### src/rtl/processor_pkg.sv
// Shared pipeline definitions: memory-op encodings, static-field layout,
// default widths and the memory-stage FSM state type.
package processor_pkg;

  localparam int OPERAND_SIZE_DEF     = 32;
  localparam int REG_ADDRESS_SIZE_DEF = 5;

  // Static field: bit [REG_ADDRESS_SIZE] is the register write enable
  localparam int REG_WE_BIT = REG_ADDRESS_SIZE_DEF;

  localparam logic [1:0] MEM_OP_PASS  = 2'b00;
  localparam logic [1:0] MEM_OP_LOAD  = 2'b01;
  localparam logic [1:0] MEM_OP_STORE = 2'b10;

  typedef enum logic {
    MEM_IDLE   = 1'b0,
    MEM_ACCESS = 1'b1
  } mem_state_e;

  // True for ops that touch data memory; the reserved code behaves as pass
  function automatic logic is_mem_op(input logic [1:0] op);
    return (op == MEM_OP_LOAD) || (op == MEM_OP_STORE);
  endfunction

endpackage

### src/rtl/wb_latch.sv
// Registered writeback record. Valid and misaligned are single-cycle pulses;
// the remaining fields hold their last value between pulses.
module wb_latch #(
  parameter int OPERAND_SIZE     = 32,
  parameter int REG_ADDRESS_SIZE = 5
) (
  input  logic                        clk,
  input  logic                        reset_n,
  input  logic                        i_load,
  input  logic                        i_we,
  input  logic [REG_ADDRESS_SIZE-1:0] i_reg,
  input  logic [OPERAND_SIZE-1:0]     i_data,
  input  logic                        i_misaligned,
  output logic                        o_valid,
  output logic                        o_we,
  output logic [REG_ADDRESS_SIZE-1:0] o_reg,
  output logic [OPERAND_SIZE-1:0]     o_data,
  output logic                        o_misaligned
);

  // Capture a new record on i_load, otherwise drop the pulses and hold fields
  always_ff @(posedge clk or negedge reset_n) begin
    if (!reset_n) begin
      o_valid      <= 1'b0;
      o_we         <= 1'b0;
      o_reg        <= '0;
      o_data       <= '0;
      o_misaligned <= 1'b0;
    end else if (i_load) begin
      o_valid      <= 1'b1;
      o_we         <= i_we;
      o_reg        <= i_reg;
      o_data       <= i_data;
      o_misaligned <= i_misaligned;
    end else begin
      o_valid      <= 1'b0;
      o_misaligned <= 1'b0;
    end
  end

endmodule

### src/rtl/mem_stage.sv
// Memory-access pipeline stage: pass-through, or one load/store per
// instruction over a req/ready handshake, with a registered writeback record.
//
// Handshake: DM_req is high for every cycle the FSM is in ACCESS; DM_we,
// DM_addr and DM_wdata are held from capture registers and stay stable until
// the cycle in which DM_ready is sampled 1, which completes the access.
// DM_ready is ignored while DM_req is low. Upstream sees MEM_stall_out for
// exactly the same cycles as DM_req and must hold its outputs.
module mem_stage
  import processor_pkg::*;
#(
  parameter int OPERAND_SIZE     = OPERAND_SIZE_DEF,
  parameter int REG_ADDRESS_SIZE = REG_ADDRESS_SIZE_DEF
) (
  input  logic                        clk,
  input  logic                        reset_n,
  input  logic                        MEM_valid_in,
  input  logic                        MEM_flush,
  input  logic [1:0]                  MEM_op,
  input  logic [OPERAND_SIZE-1:0]     MEM_address,
  input  logic [OPERAND_SIZE-1:0]     MEM_store_data,
  input  logic [REG_ADDRESS_SIZE:0]   MEM_static_in,
  output logic                        MEM_stall_out,
  output logic                        DM_req,
  output logic                        DM_we,
  output logic [OPERAND_SIZE-1:0]     DM_addr,
  output logic [OPERAND_SIZE-1:0]     DM_wdata,
  input  logic [OPERAND_SIZE-1:0]     DM_rdata,
  input  logic                        DM_ready,
  output logic                        WB_valid,
  output logic                        WB_we,
  output logic [REG_ADDRESS_SIZE-1:0] WB_reg,
  output logic [OPERAND_SIZE-1:0]     WB_data,
  output logic                        MEM_misaligned,
  output logic                        MEM_dbg_state
);

  mem_state_e                  r_state;
  logic [OPERAND_SIZE-1:0]     r_addr;
  logic [OPERAND_SIZE-1:0]     r_wdata;
  logic                        r_is_store;
  logic                        r_we;
  logic [REG_ADDRESS_SIZE-1:0] r_reg;
  logic                        r_kill;

  logic                        w_accept;
  logic                        w_is_mem;
  logic                        w_misaligned;
  logic                        w_start;
  logic                        w_wb_fire;
  logic                        w_wb_we;
  logic [REG_ADDRESS_SIZE-1:0] w_wb_reg;
  logic [OPERAND_SIZE-1:0]     w_wb_data;
  logic                        w_wb_mis;

  assign w_accept     = (r_state == MEM_IDLE) && MEM_valid_in && !MEM_flush;
  assign w_is_mem     = is_mem_op(MEM_op);
  assign w_misaligned = (MEM_address[1:0] != 2'b00);
  assign w_start      = w_accept && w_is_mem && !w_misaligned;

  // Memory-side outputs come straight from state so reset drops them at once
  assign MEM_stall_out = (r_state == MEM_ACCESS);
  assign DM_req        = (r_state == MEM_ACCESS);
  assign DM_we         = (r_state == MEM_ACCESS) && r_is_store;
  assign DM_addr       = r_addr;
  assign DM_wdata      = r_wdata;
  assign MEM_dbg_state = r_state;

  // FSM: capture aligned load/store in IDLE, wait for DM_ready in ACCESS
  always_ff @(posedge clk or negedge reset_n) begin
    if (!reset_n) begin
      r_state    <= MEM_IDLE;
      r_addr     <= '0;
      r_wdata    <= '0;
      r_is_store <= 1'b0;
      r_we       <= 1'b0;
      r_reg      <= '0;
      r_kill     <= 1'b0;
    end else begin
      case (r_state)
        MEM_IDLE: begin
          if (w_start) begin
            r_addr     <= MEM_address;
            r_wdata    <= MEM_store_data;
            r_is_store <= (MEM_op == MEM_OP_STORE);
            r_we       <= MEM_static_in[REG_ADDRESS_SIZE];
            r_reg      <= MEM_static_in[REG_ADDRESS_SIZE-1:0];
            r_kill     <= 1'b0;
            r_state    <= MEM_ACCESS;
          end
        end
        MEM_ACCESS: begin
          if (DM_ready) begin
            r_kill  <= 1'b0;
            r_state <= MEM_IDLE;
          end else if (MEM_flush) begin
            r_kill  <= 1'b1;
          end
        end
        default: r_state <= MEM_IDLE;
      endcase
    end
  end

  // Next writeback record; a flush in the completing cycle also kills it
  always_comb begin
    w_wb_fire = 1'b0;
    w_wb_we   = 1'b0;
    w_wb_reg  = MEM_static_in[REG_ADDRESS_SIZE-1:0];
    w_wb_data = '0;
    w_wb_mis  = 1'b0;
    if (r_state == MEM_ACCESS) begin
      w_wb_reg = r_reg;
      if (DM_ready && !r_kill && !MEM_flush) begin
        w_wb_fire = 1'b1;
        w_wb_we   = r_we && !r_is_store;
        w_wb_data = r_is_store ? '0 : DM_rdata;
      end
    end else if (w_accept) begin
      if (!w_is_mem) begin
        w_wb_fire = 1'b1;
        w_wb_we   = MEM_static_in[REG_ADDRESS_SIZE];
        w_wb_data = MEM_address;
      end else if (w_misaligned) begin
        w_wb_fire = 1'b1;
        w_wb_mis  = 1'b1;
      end
    end
  end

  wb_latch #(
    .OPERAND_SIZE     (OPERAND_SIZE),
    .REG_ADDRESS_SIZE (REG_ADDRESS_SIZE)
  ) u_wb_latch (
    .clk          (clk),
    .reset_n      (reset_n),
    .i_load       (w_wb_fire),
    .i_we         (w_wb_we),
    .i_reg        (w_wb_reg),
    .i_data       (w_wb_data),
    .i_misaligned (w_wb_mis),
    .o_valid      (WB_valid),
    .o_we         (WB_we),
    .o_reg        (WB_reg),
    .o_data       (WB_data),
    .o_misaligned (MEM_misaligned)
  );

endmodule

### config.mk
export PLATFORM = sky130hd
export DESIGN_NAME = mem_stage
export DESIGN_NICKNAME = d
export VERILOG_FILES = /design/src/rtl/processor_pkg.sv /design/src/rtl/wb_latch.sv /design/src/rtl/mem_stage.sv
export SDC_FILE = /design/constraint.sdc
export NUM_CORES = 1
export LEC_CHECK = 0
export BUFFER_PORTS_ARGS = -buffer_cell sky130_fd_sc_hd__clkbuf_2
export CAP_MARGIN = 20
export CORE_ASPECT_RATIO = 1.25
export CORE_MARGIN = 10
export CORE_UTILIZATION = 43
export CTS_CLUSTER_SIZE = 10
export DETAILED_ROUTE_END_ITERATION = 10
export GPL_TIMING_DRIVEN = 0
export MAX_ROUTING_LAYER = met4
export PLACE_DENSITY = 0.76
export SYNTH_ARGS = -nofsm -noshare
export SYNTH_HDL_FRONTEND = slang
export SYNTH_SLANG_ARGS = --single-unit
### constraint.sdc
create_clock -name clk -period 1.9 [get_ports clk]
set_input_delay 0.285 -clock clk [delete_from_list [all_inputs] [get_ports clk]]
set_output_delay 0.285 -clock clk [all_outputs]
set_load 0.005 [all_outputs]
==> flow_summary.ini <==
[global_routing]
grt_util_all_layers_pct = 18.8
antenna_found_initial = 0
grt_pass1_vias = 4475
grt_remaining_overflow = 0
grt_first_pass_wirelength_um = 24500
grt_max_degree = 114

[finish]
fin_nets = 728
drive_gt1_share_pct = 57.5
area_growth_syn_to_layout_pct = 41.6
finalInstanceArea_um2 = 7310
final_core_util_pct = 62.6
num_antenna_cells = 0

[pwr]
ir_drop_mv = 0.527
leakagePower_nw = 3.86
power_density_nw_per_um2 = 1180

[synthesis]
synth_edf_count = 0
yosysUniqueCellTypes = 24
synth_seq_area_share_pct = 54.8
yosys_register_bits = 113
netlist_area_um2 = 5160
synth_top_area_share_pct = 54.8
synth_largest_area_cell = dfrtp_1
ys_async_sr_fraction_pct = 100
ys_warn_count = 0
synth_common_cells = dfrtp_1, mux2_4, nand2_1, nor2b_1
syn-num-nets = 485
synth.avg_cell_area_um2 = 13.8
synthCells = 375
yosys.cell_count.top_type = dfrtp_1
synth_area_leaders = dfrtp_1, mux2_4, a2bb2oi_1
ys.flop_type = dfrtp_1

[floorplan]
fp-row-count = 44
die-area_um2 = 16800
start_util_pct = 44.2
die_x_um = 118
coreArea_um2 = 11700
top_level_ports = 217
die_y_um = 143

[route]
firstDrtPassIters = 4
ant_nets = 0
wl_um = 15600
drc = 0
drt-initial-drc-count = 144
viasPerCell = 5.02
wl_per_cell_um = 19.7
vias = 3978

[job]
maxCapViolCount = 0

[clock_network]
cts_hold_buf = 0
clkLatencyLatePin_ps = 400
htree_levels = 4
cts_buffers = 17
cts-root-buf = clkbuf_16
clk_pin_slew_worst_paths_ps = 60
cts_buffer_depth = 2
cts.sink_count = 113
cts_tree = done

[timing]
slew_viol_final = 0
rsz0062_at_grt = true
hold_ws_ps = 0.696
fin_setup_tns_ps = -7070
setup_viol = 87
finalWorstSetupSlack_ps = -113
timing.fmax_ghz = 0.497
slew-limit-headroom_pct = 39.1
finalHoldViolCount = 0
tightest_slew_ps = 913
min_period_over_period_pct = 106
clock_skew_ps = 7.03
post-route-min-period_ps = 2010

[setup_path]
endpoint_kind = flip-flop
critPathArrivalTime_ps = 2300
setup.worst_path.start_class = flip-flop
critPathMaxStageDelay_ps = 470
cp_max_fo = 10
worstSetupPathType = reg -> reg
crit_chain = or3b_4, or4_4, clkbuf_16, buf_12, mux2_4
critPathRequiredTime_ps = 2190
crit_family = simple AND/OR/NAND/NOR gates
worst-path-buf-inv = 2
cp_slowest_cell = or4_4

[outcome]
status = complete, but fails checks
failed_checks = negative setup slack

[placement]
gp_congestion = 0.806
io_buffer_count = 216
dpl_cell_area_um2 = 6460
place_hpwl_um = 11500

[hold_path]
min_path_type = in -> async
[kinds of logic (layout without fill, tap and decap cells)]
kind of cell	after synthesis	in the layout	share of synthesized area, %
flip-flops	113	113	54.8
AND/OR/NAND/NOR	80	80	8.21
multiplexers	79	79	22.0
AO/OA/AOI/OAI	68	68	9.86
buffers and inverters	34	290	4.89
adder cells (fa/ha/maj)	1	1	0.242
[layout make-up]
cell class                      count  area, um2
Tap cell                          161        201
Sequential cell                   113       2830
Multi-Input combinational cell    228       2120
Timing Repair Buffer              227       1250
Clock inverter                     10        158
Buffer                             30        283
Fill cell                         976       4360
Clock buffer                       22        464
Inverter                            1       3.75
[through the flow]
step	total power, mW	cells	worst slack (ps)
floorplan	4.30	375	-141
global placement	5.20	752	-1000
detailed placement	5.28	752	-454
CTS	8.71	789	-186
global route	9.05	792	-159
finish	8.61	792	-113
[final timing paths]
check,end,slack (ps),cells past startpoint,from
max reg2reg,DM_addr[27],-110,5,DM_req
max in group asynchronous,DM_wdata[31],1250,1,reset_n
min,DM_addr[0],0.7,1,reset_n
min reg2reg,DM_addr[0],510,1,DM_addr[0]
max,DM_addr[27],-110,5,DM_req
min in group clk,DM_wdata[28],110,2,MEM_store_data[28]
[what timing repair did]
action,in CTS,in global routing
gates resized for setup,23,7
gates cloned,0,4
pin swaps,2,0
buffers inserted,7,0
endpoints found under the setup margin,113,111
endpoints found under the hold margin,0,0
[cells in the final DEF, fill, tap and decap left out, types with 2 or more instances in the layout]
cell / count
clkinvlp_4: 3
nor2b_1: 34
nor3_1: 2
clkbuf_2: 219
mux2_2: 13
dfrtp_1: 112
clkbuf_4: 2
clkbuf_1: 13
clkbuf_8: 3
buf_12: 9
nor2_1: 2
o22ai_1: 33
nand2_1: 34
clkbuf_16: 21
buf_4: 9
mux2_4: 66
clkinv_2: 3
buf_6: 2
bufinv_16: 4
a2bb2oi_1: 33
and2_4: 2
[routing by layer]
metal | GRT usage, % | vias to the layer above | share of wire, %
met2 | 31.1 | 153 | 50
met4 | 5.54 | 0 | 1.5
met3 | 6.75 | 17 | 6.2
met5 | - | - | 0
met1 | 21.0 | 1977 | 42
li1 | - | 1831 | -
[power breakdown]
part,switching [mW],internal [mW]
registers,0.358,2.97
clock network,1.10,2.26
logic,0.730,1.20
total,2.19,6.43
No activity file was read; power rests on OpenSTA's default activity.
